## src/rtl/regfile_pkg.sv

```systemverilog
`default_nettype none
// ==========================================================================
// regfile_pkg : shared types and constants for the register-file wordline ctrl
// Rev 1.0
// ==========================================================================
package regfile_pkg;

  localparam int DEFAULT_ADDR_W = 5;
  localparam int ZERO_REG       = 0;

  typedef enum logic [0:0] {
    ST_IDLE  = 1'b0,
    ST_CLEAR = 1'b1
  } state_t;

endpackage : regfile_pkg
`default_nettype wire

```

## src/rtl/regfile_wordline_ctrl_onehot_decoder.sv

```systemverilog
`default_nettype none
// ==========================================================================
// onehot_decoder : combinational ADDR_W -> 2**ADDR_W enable decoder
// Rev 1.0
// ==========================================================================
module onehot_decoder
  import regfile_pkg::*;
#(
  parameter int ADDR_W = DEFAULT_ADDR_W
) (
  input  logic [ADDR_W-1:0]      addr,
  input  logic                   en,
  output logic [(1<<ADDR_W)-1:0] onehot
);

  always_comb begin
    onehot = '0;
    if (en) begin
      onehot[addr] = 1'b1;
    end
  end

endmodule : onehot_decoder
`default_nettype wire

```

## src/rtl/regfile_wordline_ctrl.sv

```systemverilog
`default_nettype none
// ==========================================================================
// regfile_wordline_ctrl : registered one-hot write wordline with clear sweep
// Rev 1.0
// ==========================================================================
module regfile_wordline_ctrl
  import regfile_pkg::*;
#(
  parameter int ADDR_W         = DEFAULT_ADDR_W,
  parameter bit ZERO_HARDWIRED = 1'b1
) (
  input  logic                   clk,
  input  logic                   rst,
  input  logic                   wr_en,
  input  logic [ADDR_W-1:0]      wr_addr,
  input  logic                   clr_req,
  output logic [(1<<ADDR_W)-1:0] wordline,
  output logic                   wdata_zero,
  output logic                   ready,
  output logic                   clr_done
);

  localparam int                N      = 1 << ADDR_W;
  localparam logic [ADDR_W-1:0] C_LAST = ADDR_W'(N - 1);

  state_t              r_state;
  state_t              w_state_nxt;
  logic [ADDR_W-1:0]   r_cnt;
  logic [ADDR_W-1:0]   w_cnt_nxt;
  logic [N-1:0]        r_wordline;
  logic [N-1:0]        w_wordline_nxt;
  logic                r_wdata_zero;
  logic                r_ready;
  logic                r_clr_done;
  logic                w_wdata_zero_nxt;
  logic                w_ready_nxt;
  logic                w_clr_done_nxt;
  logic [ADDR_W-1:0]   w_dec_addr;
  logic                w_dec_en;
  logic                w_addr_is_zero;

  assign w_addr_is_zero = (wr_addr == ADDR_W'(ZERO_REG));

  onehot_decoder #(
    .ADDR_W (ADDR_W)
  ) u_dec (
    .addr   (w_dec_addr),
    .en     (w_dec_en),
    .onehot (w_wordline_nxt)
  );

  // Reset lands in CLEAR so the array is zeroed without any request.
  always_ff @(posedge clk or posedge rst) begin
    if (rst) begin
      r_state      <= ST_CLEAR;
      r_cnt        <= '0;
      r_wordline   <= '0;
      r_wdata_zero <= 1'b0;
      r_ready      <= 1'b0;
      r_clr_done   <= 1'b0;
    end else begin
      r_state      <= w_state_nxt;
      r_cnt        <= w_cnt_nxt;
      r_wordline   <= w_wordline_nxt;
      r_wdata_zero <= w_wdata_zero_nxt;
      r_ready      <= w_ready_nxt;
      r_clr_done   <= w_clr_done_nxt;
    end
  end

  always_comb begin
    w_state_nxt = r_state;
    w_cnt_nxt   = r_cnt;
    case (r_state)
      ST_CLEAR: begin
        w_cnt_nxt = r_cnt + ADDR_W'(1);
        if (r_cnt == C_LAST) begin
          w_state_nxt = ST_IDLE;
          w_cnt_nxt   = '0;
        end
      end
      default: begin
        if (clr_req) begin
          w_state_nxt = ST_CLEAR;
          w_cnt_nxt   = '0;
        end
      end
    endcase
  end

  // The write on a clr_req edge still completes; the sweep starts next edge.
  always_comb begin
    w_dec_addr       = wr_addr;
    w_dec_en         = 1'b0;
    w_wdata_zero_nxt = 1'b0;
    w_ready_nxt      = 1'b0;
    w_clr_done_nxt   = 1'b0;
    case (r_state)
      ST_CLEAR: begin
        w_dec_addr       = r_cnt;
        w_dec_en         = 1'b1;
        w_wdata_zero_nxt = 1'b1;
        w_ready_nxt      = (r_cnt == C_LAST);
        w_clr_done_nxt   = (r_cnt == C_LAST);
      end
      default: begin
        w_dec_en    = wr_en && !(ZERO_HARDWIRED && w_addr_is_zero);
        w_ready_nxt = !clr_req;
      end
    endcase
  end

  assign wordline   = r_wordline;
  assign wdata_zero = r_wdata_zero;
  assign ready      = r_ready;
  assign clr_done   = r_clr_done;

endmodule : regfile_wordline_ctrl
`default_nettype wire

```

## config.mk

```make
export PLATFORM = sky130hd
export DESIGN_NAME = regfile_wordline_ctrl
export DESIGN_NICKNAME = d
export VERILOG_FILES = /design/src/rtl/regfile_pkg.sv /design/src/rtl/regfile_wordline_ctrl_onehot_decoder.sv /design/src/rtl/regfile_wordline_ctrl.sv
export SDC_FILE = /design/constraint.sdc
export NUM_CORES = 1
export LEC_CHECK = 0
export ABC_CLOCK_PERIOD_IN_PS = 1900
export BUFFER_PORTS_ARGS = -buffer_cell sky130_fd_sc_hd__buf_2
export CAP_MARGIN = 30
export CORE_UTILIZATION = 45
export DETAILED_ROUTE_END_ITERATION = 10
export PLACE_DENSITY = 0.73
export SYNTH_ARGS = -nofsm -noshare
export SYNTH_HDL_FRONTEND = slang
export SYNTH_HIERARCHICAL = 1
export SYNTH_SLANG_ARGS = --single-unit
export TNS_END_PERCENT = 10
```

## constraint.sdc

```tcl
create_clock -name clk -period 1.9 [get_ports clk]
set_input_delay 0.38 -clock clk [delete_from_list [all_inputs] [get_ports clk]]
set_output_delay 0.38 -clock clk [all_outputs]
set_load 0.01 [all_outputs]
```

* Yosys cells after proc, flatten, opt, wreduce, memory -nomap -nowiden
Index checks and enable logic that the tools add are counted.
Word-level totals: register bits after elaboration 41, output and inout port bits 35, word-level logic and storage cells 30
Cells by class: add/sub/neg operators 1, order comparisons 2, equal/unequal tests 1, mux-type cells 14, reduce and logical (&&, ||, !) cells 6
Operators with widths (number):
- $mux 32 | 1
- $mux 5 | 4
- $mux 1 | 8
- $lt 5x6->1 const B | 1
- $add 5x1->5 const B | 1
- $demux 1 s5 | 1
- $eq 5x5->1 const B | 1
- $ge 5x1->1 const B | 1
- $logic_not 5->1 | 1
- $logic_and 1x1->1 | 2
- $logic_not 1->1 | 2
- $reduce_bool 2->1 | 1

* Logic depth before layout (Yosys ltp)
Gate-level depths: netlist of run 1.
word-level depth 6, gate-level depth with buffers 6, depth with buffers taken out 6

* Cells and area by module
The synthesis of run 1 kept the hierarchy.
Modules (own cells, without submodules):
- regfile_wordline_ctrl | times used 1, cells each 77, area each 1287.5 um^2
- onehot_decoder | times used 1, cells each 47, area each 230.2 um^2

* Least setup slack after synthesis of run 1
Ideal clock, no wire load.
kind flip-flop to flip-flop, start point reg r_state, end point reg r_wordline[0] (netlist: wordline[0]), data arrival time 1.892 ns, required time 1.827 ns, setup slack -0.065 ns, stages on the path, launching flop included 6, cell sequence dfstp_2 buf_2 buf_2 mux2_2 or4b_1 nor2_1
On the way: word-level cells in the longest chain between the ends 6, elaborated cells on any way between the ends 8, classes of those cells order compare: 2; mux: 5; reduce/logical: 1
Ends and longest elaborated chain:
- start, declared | line regfile_wordline_ctrl.sv:26 | state_t r_state;
- start signal, assigned | line regfile_wordline_ctrl.sv:62 | r_state <= w_state_nxt;
- $mux 5 * | line regfile_wordline_ctrl.sv:98 | case (r_state)
- net w_dec_addr[4] | line regfile_wordline_ctrl.sv:38 | logic [ADDR_W-1:0] w_dec_addr;
- $lt 5x6->1 (not written as such) / $ge 5x1->1 (equally long branches) | line regfile_wordline_ctrl_onehot_decoder.sv:19 | onehot[addr] = 1'b1;
- $logic_and 1x1->1 (not written as such) | line regfile_wordline_ctrl_onehot_decoder.sv:19
- $mux 1 (not written as such) | line regfile_wordline_ctrl_onehot_decoder.sv:19
- $demux 1 s5 *
- $mux 32 * | line regfile_wordline_ctrl_onehot_decoder.sv:18 | if (en) begin
- net w_wordline_nxt[0] | line regfile_wordline_ctrl.sv:31 | logic [N-1:0] w_wordline_nxt;
- end signal, assigned | line regfile_wordline_ctrl.sv:64 | r_wordline <= w_wordline_nxt;
- end, declared | line regfile_wordline_ctrl.sv:30 | logic [N-1:0] r_wordline;
Mark *: on every way through the listed nets, which the timed path passes. The rest lies on a longest branch. A chain may end at the register's enable or synchronous reset.

* Final worst setup path of run 1
start point reg r_state, end point reg r_wordline[3] (netlist: wordline[3])
The elaborated chain is that of the path after synthesis.

==> out/results.txt, run 1 <==
Starting Density = 48.5%
Final ANT Viol Nets = 0
routability congestion estimate from global placement = 0.789
Die Ht = 60.1 um
overflow left after global routing = 0
Residual DRC = 0
DR pass1 iterations = 4
Hold Crit Class = in -> async
Post-Syn Area = 1520 um2
Die X = 60.1 um
Maximum Capacitance Violations = 0
worst-margin pin slew = 570 ps
Data required, critical path = 2180 ps
Largest delay share family, worst path = simple AND/OR/NAND/NOR gates
worst skew pair latency = 340 ps
period utilization = 94.7%
htree depth = 2
crit end category = flip-flop
Tmin final = 1800 ps
via count = 1069
Port Buffers = 43
crit path from = r_state
leakage = 1.02 nW
Post-Route WL = 3000 um
# setup viols final = 0
Hold Fails Final Rpt = 0
Critical Path Start Type = flip-flop
Max stage delay on crit path = 640 ps
Setup TNS = 0 ps
Avg WL per Cell = 13.9 um
Max Fclk = 556 MHz
Cells after Synth = 124
Core ar. = 3130 um2
Pwr per Cell Area = 1420 nW/um2
synth warn = 6
Hold-fix buffers, CTS = 0
Iter 0 DRT Violations = 23
Ports = 44
via density per instance = 4.95
most frequent cells in the layout = buf_2, dfrtp_1, nor2_1, mux2_2, nand2b_1
Syn Area/Cell = 12.2 um2
clock sinks = 41
HPWL Detailed = 2120 um
share of post-route cells with drive strength above 1 = 34.9%
fillcell total = 252
peak supply drop = 0.000713 V
PostCTS Resize Cnt = 0
RR Startpoint = r_state
number of global-route vias before repair = 964
Final Skew = 9.69 ps
Worst Path Buf+Inv = 0
cts bufs inserted = 5
critical path class = reg -> reg
area overhead of the layout relative to synthesis = 24.1%
largest net degree at the start of global routing = 29
root buf cell = clkbuf_4
Die Area = 3610 um2
Arrival @ worst endpoint = 2080 ps
max-slew violations = 0
unrepaired setup endpoints after global routing = false
Critical Path Fanout Max = 9
Slew HR = 62.0%
initial antenna violation count = 0
Clock Pin Slew Worst Setup and Hold Paths = 110 ps
TritonCTS clock tree = built
commonest non-fill, non-tap cell in the layout = buf_2
Nets = 183
CP max stage cell = dfstp_2
overall power = 0.00268 W
first-pass GRT wire length = 4730 um
Longest Clk Path Bufs = 2
number of setup buffers added after CTS = 0
count of cell types in the netlist = 26
Overall Global Routing Usage = 19.2%
Synthesized Nets = 136
status = completed
Cell Chain, Critical Path = mux2_2, or4b_4, nor2_1
number of core rows = 20
Yosys reg bits = 41
ant diodes = 0
sequential-to-total area share from yosys stat = 67.7%
synthesized netlist by cell type, drive strengths merged:
master,n,share of area [%]
a21o,1,0.49
a22o,1,0.58
and2,1,0.41
and3,1,0.41
buf,2,0.66
clkbuf,3,0.74
dfrtp,40,66
dfstp,1,1.7
ha,3,2.5
inv,4,0.99
mux2,6,4.5
nand2,2,0.49
nand2b,6,2.5
nand3,1,0.33
nand4,1,0.41
nand4b,3,1.7
nand4bb,3,2.2
nor2,34,8.4
nor3b,2,0.99
o21ai,4,1.3
o32ai,1,0.58
or2,1,0.41
or4,1,0.49
or4b,1,0.66
xnor2,1,0.58
sequential cells by signal, summed over array words and instances, names as in the netlist:
name and count:
r_state 1, wordline 32, wdata_zero 1, r_cnt 5
ready 1, clr_done 1
cell type report:
type	instances	area, um2	share of cell area (%)
Clock buffer	7	55.1	2.92
Clock inverter	1	30.0	1.59
Inverter	4	15.0	0.797
Multi-Input combinational cell	74	458	24.3
Sequential cell	41	1030	54.6
Tap cell	44	55.1	2.92
Timing Repair Buffer	45	243	12.9
cells by family (layout without fill, tap and decap cells):
logic type	after synthesis	count (layout)	synth area share, %
mux	6	6	4.45
buf+inv	9	57	2.39
xor+xnor	1	1	0.577
simple gates	57	57	19.5
flops	41	41	67.7
fa+ha+maj	3	3	2.47
compound gates	7	7	2.97
metrics by stage:
step	utilization, %	cell area, um2	hold WS (ps)	std cells	worst slack, ps
2_1_floorplan	-	1520	386	124	10.6
3_3_place_gp	57.5	1800	457	208	183
3_5_place_dp	57.5	1800	463	208	119
4_1_cts	60.2	1880	73.1	216	93.8
5_1_grt	60.2	1880	79.9	216	45.1
6_report	60.2	1880	68.8	216	101
routing by layer:
metal | up-vias | routed length (um) | GRT usage [%]
met5 | - | 0 | 0
met4 | 0 | 53 | 8.97
met3 | 4 | 188 | 5.84
met2 | 43 | 1490 | 30.2
met1 | 519 | 1270 | 24.2
li1 | 503 | - | -
where the power goes:
part | switching (W) | internal [W] | total, W
logic | 0.000564 | 0.000373 | 0.000937
registers | 0.000106 | 0.00106 | 0.00116
clock network | 0.000265 | 0.000314 | 0.000579
total | 0.000934 | 0.00175 | 0.00268
worst register-to-register path: stages, from the launching register on:
cell	delay (ps)
dfstp_2	640
mux2_2	420
or4b_4	570
nor2_1	100
worst paths after layout:
check	to	slack [ps]	cells past startpoint
worst min register to register	r_cnt[4]	580	1
worst min-delay path	r_cnt[4]	70	2
worst max-delay path	wordline[3]	100	3
max in group asynchronous	wordline[24]	1290	3
min in group clk	r_cnt[3]	300	2
worst max register to register	wordline[3]	100	3
Note: power is estimated with default switching activity, not from simulation.
==> run 2, diff against run 1 <==
--- a/config.mk
+++ b/config.mk
@@ -8,11 +8,10 @@
 export ABC_CLOCK_PERIOD_IN_PS = 1900
 export BUFFER_PORTS_ARGS = -buffer_cell sky130_fd_sc_hd__buf_2
 export CAP_MARGIN = 30
-export CORE_UTILIZATION = 45
+export CORE_UTILIZATION = 47
 export DETAILED_ROUTE_END_ITERATION = 10
 export PLACE_DENSITY = 0.73
 export SYNTH_ARGS = -nofsm -noshare
 export SYNTH_HDL_FRONTEND = slang
-export SYNTH_HIERARCHICAL = 1
 export SYNTH_SLANG_ARGS = --single-unit
 export TNS_END_PERCENT = 10
==> run 2 against run 1 <==
Critical path depth up 3. Sequential share of layout area down 8.0 points. Power up 14%. Utilization about the same. Largest power group unchanged. Global-route usage about the same. Largest cell class unchanged. Setup slack better by 100 ps. Clock skew down 3.7 ps. Highest routed layer unchanged.
==> out/results.txt, run 2 <==
Cells after Synth = 146 (was 124)
Core ar. = 3660 um2 (was 3130 um2)
Syn Area/Cell = 12.3 um2 (was 12.2 um2)
Data required, critical path = 2120 ps (was 2180 ps)
Final Skew = 5.98 ps (was 9.69 ps)
Longest Clk Path Bufs = 2 (unchanged)
PostCTS Resize Cnt = 0 (unchanged)
htree depth = 2 (unchanged)
dominant cells by area after synthesis = dfrtp_1, nor2_1, o22ai_2 (was dfrtp_1, nor2_1, mux2_2)
Residual DRC = 0 (unchanged)
synth warn = 0 (was 6)
Die Ht = 63.9 um (was 60.1 um)
Synthesized Nets = 158 (was 136)
Hold Crit Class = in -> async (unchanged)
Nets = 209 (was 183)
Yosys reg bits = 41 (unchanged)
Arrival @ worst endpoint = 1920 ps (was 2080 ps)
Critical Path Start Type = flip-flop (unchanged)
area overhead of the layout relative to synthesis = 22.4% (was 24.1%)
Pwr per Cell Area = 1390 nW/um2 (was 1420 nW/um2)
fillcell total = 309 (was 252)
routability congestion estimate from global placement = 0.849 (was 0.789)
worst skew pair latency = 280 ps (was 340 ps)
number of setup buffers added after CTS = 0 (unchanged)
peak supply drop = 0.000932 V (was 0.000713 V)
Synth top area share = 55.6% (was 66.0%)
TritonCTS clock tree = built (unchanged)
# setup viols final = 0 (unchanged)
ant diodes = 0 (unchanged)
Post-synth EDFFs = 0 (unchanged)
Maximum Capacitance Violations = 0 (unchanged)
Avg WL per Cell = 13.8 um (was 13.9 um)
largest net degree at the start of global routing = 29 (unchanged)
Area after DPL = 2080 um2 (was 1800 um2)
critical path class = reg -> reg (unchanged)
Ports = 44 (unchanged)
Starting Density = 49.2% (was 48.5%)
Port Buffers = 43 (unchanged)
max-slew violations = 0 (unchanged)
DR pass1 iterations = 4 (unchanged)
via count = 1246 (was 1069)
Async SR Flop Fraction = 100% (unchanged)
most common library cells after synthesis = dfrtp_1, nor2_1, o22ai_2 (was dfrtp_1, nor2_1, mux2_2, nand2b_1, inv_1)
via density per instance = 5.07 (was 4.95)
period utilization = 89.3% (was 94.7%)
overflow left after global routing = 0 (unchanged)
largest area contributor in the netlist = dfrtp_1 (unchanged)
Post-Route WL = 3390 um (was 3000 um)
root buf cell = clkbuf_8 (was clkbuf_4)
HPWL Detailed = 2500 um (was 2120 um)
most frequent cells in the layout = buf_2, dfrtp_1, nor2_1, clkbuf_8 (was buf_2, dfrtp_1, nor2_1, mux2_2, nand2b_1)
Top FF cell, synth = dfrtp_1 (unchanged)
unrepaired setup endpoints after global routing = false (unchanged)
worst-margin pin slew = 584 ps (was 570 ps)
number of global-route vias before repair = 1275 (was 964)
Critical Path Fanout Max = 6 (was 9)
leakage = 1.18 nW (was 1.02 nW)
cts bufs inserted = 5 (unchanged)
sequential-to-total area share from yosys stat = 57.1% (was 67.7%)
Hold-fix buffers, CTS = 0 (unchanged)
Final ANT Viol Nets = 0 (unchanged)
Die X = 63.9 um (was 60.1 um)
Overall Global Routing Usage = 19.2% (about the same)
max FFs per register = 32 (unchanged)
count of cell types in the netlist = 36 (was 26)
Hold Fails Final Rpt = 0 (unchanged)
clock sinks = 41 (unchanged)
Clock Pin Slew Worst Setup and Hold Paths = 70 ps (was 110 ps)
Iter 0 DRT Violations = 43 (was 23)
first-pass GRT wire length = 5880 um (was 4730 um)
Tmin final = 1700 ps (was 1800 ps)
post-route cell area = 2200 um2 (was 1880 um2)
status = completed (unchanged)
cell with the most instances after synthesis = dfrtp_1 (unchanged)
Post-Syn Area = 1800 um2 (was 1520 um2)
Die Area = 4080 um2 (was 3610 um2)
number of core rows = 22 (was 20)
initial antenna violation count = 0 (unchanged)
Slew HR = 61.0% (was 62.0%)
Max Fclk = 590 MHz (was 556 MHz)
crit end category = flip-flop (unchanged)
commonest non-fill, non-tap cell in the layout = buf_2 (unchanged)
Setup TNS = 0 ps (unchanged)
share of post-route cells with drive strength above 1 = 40.9% (was 34.9%)
==> run 2: worst max-delay path: stages, from the launching register on <==
cell and delay, ps:
dfrtp_1 470, ha_1 250, and3_1 210, ha_1 200
nand2b_1 190, nor3b_1 220, a21o_1 110
==> run 2: final cells by class <==
cell class / instances / area (um2) / share of cell area, %
repair buffers: 49 / 273 / 12.4
inverters: 4 / 15.0 / 0.681
well taps: 48 / 60.1 / 2.72
clock buffers: 6 / 82.6 / 3.75
clock inverters: 2 / 37.5 / 1.70
flip-flops and latches: 41 / 1030 / 46.6
multi-input cells: 96 / 709 / 32.2
==> run 2: path summary, 6_finish.rpt <==
path,from,end,slack (ps),cells after the start
worst max-delay path,r_cnt[1],r_cnt[2],200,6
worst min-delay path,rst,wordline[24],150,2
worst max register to register,r_cnt[1],r_cnt[2],200,6
worst min register to register,r_state,wdata_zero,430,0
max in group asynchronous,rst,wordline[10],1210,3
min in group clk,clr_req,r_cnt[1],350,2
==> run 2: cells by family after synthesis <==
| kind of cell | share of synthesized area, % |
|---|---|
| AOI/OAI and AO/OA | 12.3 |
| adders and majority gates | 2.09 |
| buffers and inverters | 3.54 |
| DFF | 57.1 |
| and+or+nand+nor | 25.0 |
==> run 2: where the power goes <==
group	switching [W]	leakage, nW	internal (W)
sequential	0.000147	0.551	0.00105
combinational	0.000646	0.575	0.000510
clock	0.000283	0.0574	0.000427
total	0.00108	1.18	0.00199
==> run 2: metal layers <==
metal / GRT usage, % / part of all wire [%] / vias up
met4: 8.52 / 2.1 / 0
met5: 0 / 0 / -
met1: 22.4 / 41 / 605
li1: - / - / 599
met2: 33.6 / 52 / 36
met3: 4.11 / 4.5 / 6
==> run 2: per-stage QoR <==
step / hold WS, ps / util [%] / cells / setup slack, ps / total power, W
finish: 153 / 60.2 / 246 / 204 / 0.00307
global route: 198 / 60.2 / 246 / 41.0 / 0.00327
CTS: 169 / 60.2 / 246 / 209 / 0.00309
detailed placement: 417 / 56.9 / 238 / 235 / 0.00238
global placement: 415 / 56.9 / 238 / 313 / 0.00233
floorplan: 415 / - / 146 / 319 / 0.00201
